<file path="config.mk">
export PLATFORM = sky130hd
export DESIGN_NAME = hdma_axi_scheduler
export DESIGN_NICKNAME = d
export VERILOG_FILES = /design/src/rtl/hdma_axi_scheduler.sv
export SDC_FILE = /design/constraint.sdc
export NUM_CORES = 1
export LEC_CHECK = 0
export CAP_MARGIN = 10
export CORE_MARGIN = 2
export CORE_UTILIZATION = 50
export CTS_CLUSTER_SIZE = 14
export DETAILED_ROUTE_END_ITERATION = 12
export PLACE_DENSITY = 0.85
export SYNTH_ARGS = -nofsm -noshare
export SYNTH_HDL_FRONTEND = slang
export SYNTH_SLANG_ARGS = --single-unit
</file>
<file path="constraint.sdc">
create_clock -name clk -period 6.36 [get_ports clk]
set_clock_uncertainty 0.2 [all_clocks]
set_input_delay 0.636 -clock clk [delete_from_list [all_inputs] [get_ports clk]]
set_output_delay 0.636 -clock clk [all_outputs]
set_load 0.01 [all_outputs]
</file>
<file path="src/rtl/hdma_axi_scheduler.sv">
// Schedules the shared AXI4 DDR3 port between two video write FIFOs and the display read FIFO,
// issuing one burst request at a time and steering data through the channel-select enables.
module hdma_axi_scheduler #(
    parameter int RFIFO_DEPTH = 1024,
    parameter int RD_LOW_WM   = 256,
    parameter int TIMEOUT_CYC = 4095
) (
    input  logic        clk,
    input  logic        rst_n,
    input  logic        ddr_init_done,
    input  logic        ddr3_read_valid,
    input  logic        wr_opera_en_2,
    input  logic [7:0]  wr_bust_len,
    input  logic [7:0]  rd_bust_len,
    input  logic [10:0] wfifo_rcount_1,
    input  logic [10:0] wfifo_rcount_2,
    input  logic [10:0] rfifo_wcount,
    input  logic        req_ready,
    input  logic        burst_done,
    output logic        req_valid,
    output logic        req_type,
    output logic        wr_opera_en_1,
    output logic        rd_opera_en_1,
    output logic        busy,
    output logic        err_timeout
);

    localparam logic [10:0] RD_LOW_WM_C   = 11'(RD_LOW_WM);
    localparam logic [11:0] RFIFO_DEPTH_C = 12'(RFIFO_DEPTH);
    localparam logic [11:0] TMO_LAST_C    = 12'(TIMEOUT_CYC - 1);

    typedef enum logic [1:0] {
        S_IDLE = 2'd0,
        S_ARB  = 2'd1,
        S_REQ  = 2'd2,
        S_BUSY = 2'd3
    } state_e;

    state_e      state_q;
    logic        rd_valid_q;
    logic        wr_en2_q;
    logic [7:0]  wr_len_q;
    logic [7:0]  rd_len_q;
    logic [10:0] wcnt1_q;
    logic [10:0] wcnt2_q;
    logic [10:0] rcnt_q;
    logic        rr_ch2_q;
    logic [11:0] tmo_q;
    logic        req_valid_q;
    logic        req_type_q;
    logic        wr_en1_q;
    logic        rd_en1_q;
    logic        busy_q;
    logic        err_q;

    logic        elig_w1_s;
    logic        elig_w2_s;
    logic        elig_ru_s;
    logic        elig_rn_s;
    logic        any_s;
    logic        read_s;
    logic        pick_w1_s;
    logic [11:0] rn_sum_s;

    // Level/length snapshot: arbitration only ever looks at these registered copies
    always_ff @(posedge clk or negedge rst_n) begin
        if (!rst_n) begin
            rd_valid_q <= 1'b0;
            wr_en2_q   <= 1'b0;
            wr_len_q   <= 8'd0;
            rd_len_q   <= 8'd0;
            wcnt1_q    <= 11'd0;
            wcnt2_q    <= 11'd0;
            rcnt_q     <= 11'd0;
        end else begin
            rd_valid_q <= ddr3_read_valid;
            wr_en2_q   <= wr_opera_en_2;
            wr_len_q   <= wr_bust_len;
            rd_len_q   <= rd_bust_len;
            wcnt1_q    <= wfifo_rcount_1;
            wcnt2_q    <= wfifo_rcount_2;
            rcnt_q     <= rfifo_wcount;
        end
    end

    // Eligibility of each requester and the resulting grant choice
    always_comb begin
        rn_sum_s  = {1'b0, rcnt_q} + {4'b0000, rd_len_q};
        elig_w1_s = (wr_len_q != 8'd0) && (wcnt1_q >= {3'b000, wr_len_q});
        elig_w2_s = wr_en2_q && (wr_len_q != 8'd0) && (wcnt2_q >= {3'b000, wr_len_q});
        elig_ru_s = rd_valid_q && (rd_len_q != 8'd0) && (rcnt_q < RD_LOW_WM_C);
        elig_rn_s = rd_valid_q && (rd_len_q != 8'd0) && (rn_sum_s <= RFIFO_DEPTH_C);
        // With both writers ready the pointer decides; otherwise whichever is ready wins
        pick_w1_s = elig_w1_s && (!elig_w2_s || !rr_ch2_q);
        read_s    = elig_ru_s || (elig_rn_s && !elig_w1_s && !elig_w2_s);
        any_s     = elig_ru_s || elig_w1_s || elig_w2_s || elig_rn_s;
    end

    // Scheduler FSM with registered request, grant and status outputs
    always_ff @(posedge clk or negedge rst_n) begin
        if (!rst_n) begin
            state_q     <= S_IDLE;
            rr_ch2_q    <= 1'b0;
            tmo_q       <= 12'd0;
            req_valid_q <= 1'b0;
            req_type_q  <= 1'b0;
            wr_en1_q    <= 1'b0;
            rd_en1_q    <= 1'b0;
            busy_q      <= 1'b0;
            err_q       <= 1'b0;
        end else if (!ddr_init_done) begin
            state_q     <= S_IDLE;
            tmo_q       <= 12'd0;
            req_valid_q <= 1'b0;
            req_type_q  <= 1'b0;
            wr_en1_q    <= 1'b0;
            rd_en1_q    <= 1'b0;
            busy_q      <= 1'b0;
        end else begin
            case (state_q)
                S_IDLE: begin
                    state_q <= S_ARB;
                end
                S_ARB: begin
                    if (any_s) begin
                        state_q     <= S_REQ;
                        req_valid_q <= 1'b1;
                        busy_q      <= 1'b1;
                        req_type_q  <= read_s;
                        rd_en1_q    <= read_s;
                        if (!read_s) begin
                            wr_en1_q <= pick_w1_s;
                            rr_ch2_q <= pick_w1_s;
                        end
                    end
                end
                S_REQ: begin
                    if (req_ready) begin
                        state_q     <= S_BUSY;
                        req_valid_q <= 1'b0;
                        tmo_q       <= 12'd0;
                    end
                end
                S_BUSY: begin
                    tmo_q <= tmo_q + 12'd1;
                    // A completion in the final counted cycle still counts as a clean finish
                    if (burst_done) begin
                        state_q <= S_ARB;
                        busy_q  <= 1'b0;
                    end else if (tmo_q == TMO_LAST_C) begin
                        state_q <= S_ARB;
                        busy_q  <= 1'b0;
                        err_q   <= 1'b1;
                    end
                end
                default: begin
                    state_q     <= S_IDLE;
                    req_valid_q <= 1'b0;
                    busy_q      <= 1'b0;
                end
            endcase
        end
    end

    assign req_valid     = req_valid_q;
    assign req_type      = req_type_q;
    assign wr_opera_en_1 = wr_en1_q;
    assign rd_opera_en_1 = rd_en1_q;
    assign busy          = busy_q;
    assign err_timeout   = err_q;

endmodule

</file>
* Word-level counts from Yosys, hierarchy flattened
Index checks and enable logic that the tools add are counted.
Word-level totals: flip-flop bits (word level) 71, word-level logic and storage cells 88, output and inout bits 6
Cells by class: $add $sub $neg 2, equality and inequality tests 13, bitwise logic cells 2, reduce and logical (&&, ||, !) cells 28, multiplexer cells 24, order comparisons 4
Operators by type and width (number):
- 12-bit 2-to-1 mux | 2
- 12-bit case mux with 2 select lines | 1
- 11-bit by 8-bit greater-or-equal comparator with 1-bit output | 2
- 8-bit nonzero test | 2
- 1-bit 2-to-1 mux | 13
- 11-bit by 8-bit adder with 12-bit output | 1
- 12-bit by 1-bit adder with 12-bit output, second input constant | 1
- 12-bit equality test, second input constant | 1
- 12-bit by 11-bit less-or-equal comparator with 1-bit output, second input constant | 1
- 3-bit AND reduction | 4
- 11-bit by 9-bit < comparator with 1-bit output, second input constant | 1
- 2-bit 2-to-1 mux | 5
- 1-bit logical AND | 9
- 3-bit by 1-bit != test with 1-bit output, second input constant | 3
- 2-bit case mux with 4 select lines | 1
- 4-bit AND reduction | 2
- 3-bit != test, second input constant | 2
- 1-bit logical OR | 5
- 2-bit equality test, second input constant | 2
- 2-bit by 1-bit != test with 1-bit output, second input constant | 2
- 4-bit != test, second input constant | 1
- 1-bit case mux with 2 select lines | 2
- 2-bit AND reduction | 2
- 1-bit logical NOT | 3
- other kinds (4) | 5

* Longest topological paths before layout
word-level depth 10, gate-level depth with buffers 10

* Least setup slack after synthesis
Ideal clock, no wire load.
path type register to register, from reg rd_len_q[0], to reg rd_en1_q, in the netlist rd_opera_en_1, data required time 6.040 ns, arrival time 2.494 ns, cell stages (with the launch flop) 11, library setup time 0.120 ns, buffers on the path 0, clock period less this slack 2.815 ns, path slack 3.545 ns, cells stage by stage dfrtp_1 ha_1 fa_1 a21oi_1 o22ai_2 o41ai_1 a31oi_1 a211o_1 o311ai_4 nor2b_2 o211a_1
On the way: longest elaborated chain between the ends 9, elaborated cells between the ends (all ways) 17, classes of those cells 1 x add/sub; 1 x order compare; 1 x eq/ne; 3 x mux; 11 x reduce/logical
RTL lines:
- start: declaration | line 43 | logic [7:0] rd_len_q;
- start signal: assignment | line 79 | rd_len_q <= rd_bust_len;
- 11-bit by 8-bit adder with 12-bit output / 8-bit nonzero test (equally long branches) | line 88, 91, 92
- 12-bit by 11-bit less-or-equal comparator with 1-bit output / 1-bit logical AND (equally long branches) | line 92, 91
- 1-bit logical AND | line 92 | elig_rn_s = rd_valid_q && (rd_len_q != 8'd0) && (rn_sum_s <= RFIFO_DEPTH_C);
- 1-bit logical AND (2 in a row) | line 95 | read_s = elig_ru_s || (elig_rn_s && !elig_w1_s && !elig_w2_s);
- 1-bit logical OR | line 95
- 1-bit 2-to-1 mux | line 125 | if (any_s) begin
- 1-bit 2-to-1 mux | line 120 | case (state_q)
- 1-bit 2-to-1 mux | line 111 | end else if (!ddr_init_done) begin
- end signal: assignment | line 130 | rd_en1_q <= read_s;
- end: declaration | line 52 | logic rd_en1_q;
Several ways; a longest one is shown, not always the timed one. The select of a mux whose other input is x is not followed. A chain may end at the register's enable or synchronous reset.

* Final worst setup path
Same ends and word-level chain as after synthesis.

==> flow_summary.json <==
{
  "status": "finished clean",
  "antenna_found_initial": 0,
  "routed_wl_um": 6990,
  "grt_pass1_wl_um": 11600,
  "slew_headroom": 0.390,
  "hold_viol_final": 0,
  "final_layout_size_suffix_gt1_frac": 0.0829,
  "clock.fmax_mhz": 315,
  "post-cts-setup-buffer-count": 0,
  "synth-async-reset-ratio": 1.00,
  "die_width_um": 86.2,
  "ir_worst_vdd_mv": 0.156,
  "drt_iter0_drc": 103,
  "clkTransAtPathRegs_ns": 0.08,
  "gp_congestion": 0.836,
  "cts.htree.levels": 3,
  "startpoint_type": "register",
  "cp_max_fo": 8,
  "critPathCaptureType": "register",
  "dr.pass1.iters": 5,
  "tightest_slew_ns": 0.915,
  "power_density_mw_per_mm2": 265,
  "antenna_cells": 0,
  "vias": 2611,
  "synth_commonest_cells": "71 x dfrtp_1, 29 x ha_1, 23 x o21ai_0",
  "synth_area_leader_cell": "dfrtp_1",
  "fin_nets": 455,
  "grt_pass1_vias": 2591,
  "cts.sinks": 71,
  "arrival_ns": 3.22,
  "cp.required_ns": 6.41,
  "synth-edff-count": 0,
  "post-place-cells": 435,
  "drt_drc_violations_left": 0,
  "synth_area_mm2": 0.00338,
  "critPathKind": "reg2reg",
  "wl_per_cell_um": 15.5,
  "ctsRootBufferMaster": "clkbuf_8",
  "timing.final.crit_period_ns": 3.17,
  "p_leak_nw": 1.85,
  "setup-violations-final": 0,
  "synthesis.nets": 388,
  "cts.path.max_buffers": 2,
  "hold_slack_ns": 0.264,
  "final.fill_count": 458,
  "finalSetupTns_ns": 0,
  "yosys-top-cells-area": "dfrtp_1 53%, ha_1 11%, o21ai_0 3.4%",
  "rsz0062_at_grt": "false",
  "timing.final.crit_share": 0.499,
  "cts_buffers": 9,
  "yosysSeqAreaShare": 0.526,
  "drv_slew": 0,
  "dp_hpwl_um": 5100,
  "overflow": 0,
  "core-area_mm2": 0.00642,
  "hp-class": "reg2reg",
  "die_y_um": 86.2,
  "start_util": 0.526,
  "yosysMostFrequentCell": "dfrtp_1",
  "clk-insertion-delay-late_ns": 0.36,
  "grt_max_degree": 72,
  "drv_cap": 0,
  "ant_nets": 0,
  "synth_area_per_cell_um2": 11.2,
  "post_cts_resized": 0,
  "rows": 29,
  "fin_cells": 451,
  "tritoncts": "done",
  "total_power_w": 0.00113,
  "synth.top_cell.area_share": 0.526,
  "syn2layout_area_growth_pct": 26.4,
  "die-area_mm2": 0.00742,
  "viasPerCell": 5.79,
  "synth_cells": 302,
  "ys_warn_count": 0,
  "numPortBuffers": 61,
  "io_pins": 62,
  "synthFlopType": "dfrtp_1",
  "yosys_register_bits": 71,
  "grtUsageTotal": 0.204,
  "hold_buffers": 0,
  "yosysUniqueCellTypes": 55
}
==> cell families (layout without fill, tap and decap cells) <==
logic type,Yosys count,count (layout),synth area share
and+or+nand+nor,92,92,0.143
AOI/OAI and AO/OA,82,82,0.181
DFF,71,71,0.526
adders and majority gates,30,30,0.113
buffers and inverters,24,96,0.0278
muxes,2,2,0.00593
xor gates and xnor gates,1,1,0.00259
==> registers in the layout (all words and copies together), names as in the netlist <==
signal and flops:
tmo_q 12, rcnt_q 11, wcnt1_q 11, wcnt2_q 11, rd_len_q 8, wr_len_q 8
state_q 2, busy 1, err_timeout 1, rd_opera_en_1 1, rd_valid_q 1, req_valid 1
rr_ch2_q 1, wr_en2_q 1, wr_opera_en_1 1
==> layer usage <==
layer	vias to the layer above	wire length, µm	track usage
li1	1254	-	-
met5	-	0	0
met3	25	348	0.0529
met2	96	3410	0.335
met4	0	191	0.105
met1	1236	3040	0.247
==> worst max-delay path: stages (launching register included) <==
cell and delay [ns]:
dfrtp_1 0.39, ha_1 0.25, fa_1 0.42, a21oi_1 0.20, o22ai_2 0.12, o41ai_1 0.53, a31oi_1 0.17, a211o_1 0.35
o311ai_4 0.15, nor2b_2 0.07, o211a_1 0.22
==> final timing paths <==
path / cells past startpoint / slack (ns) / from / endpoint
worst max-delay path: 10 / 3.19 / rd_len_q[0] / rd_opera_en_1
worst min-delay path: 1 / 0.26 / err_timeout / err_timeout
worst max register to register: 10 / 3.19 / rd_len_q[0] / rd_opera_en_1
worst min register to register: 1 / 0.26 / err_timeout / err_timeout
max in group asynchronous: 2 / 5.15 / rst_n / rd_len_q[1]
min in group asynchronous: 2 / 0.27 / rst_n / wr_len_q[2]
==> through the flow <==
step | cell area, µm² | setup slack [ns] | util
after floorplan | 3380 | 3.55 | -
after global placement | 4060 | 3.45 | 0.632
after detailed placement | 4060 | 3.28 | 0.632
after CTS | 4270 | 3.25 | 0.664
after global routing | 4270 | 3.05 | 0.664
final | 4270 | 3.19 | 0.664
==> cell usage in the layout, fill, tap and decap left out, types with 3 or more instances in the layout <==
cell / instances
nor2b_1: 6
inv_6: 3
ha_1: 29
clkbuf_8: 9
and3_1: 3
nor3_1: 9
a31oi_1: 4
nand2_1: 20
o21ai_0: 23
inv_1: 18
clkdlybuf4s50_1: 60
a21oi_1: 12
nor4_1: 6
nor2_1: 17
dfrtp_1: 71
o21a_1: 5
nand4_1: 8
o41ai_1: 4
o211ai_1: 5
nand3_1: 7
==> report_power, final <==
part,internal (W),leakage [nW],switching [W]
registers,0.000486,0.864,0.0000304
clock network,0.000188,0.103,0.000187
logic,0.000119,0.884,0.000120
total,0.000793,1.85,0.000338
==> layout make-up <==
| class | count | area [µm²] | area share |
|---|---|---|---|
| inverters | 18 | 67.6 | 0.0158 |
| flip-flops and latches | 71 | 1780 | 0.416 |
| clock buffers | 9 | 124 | 0.0290 |
| multi-input cells | 207 | 1510 | 0.353 |
| repair buffers | 62 | 613 | 0.144 |
| clock inverters | 7 | 83.8 | 0.0196 |
| well taps | 77 | 96.3 | 0.0226 |
(Power assumes the default switching activity.)
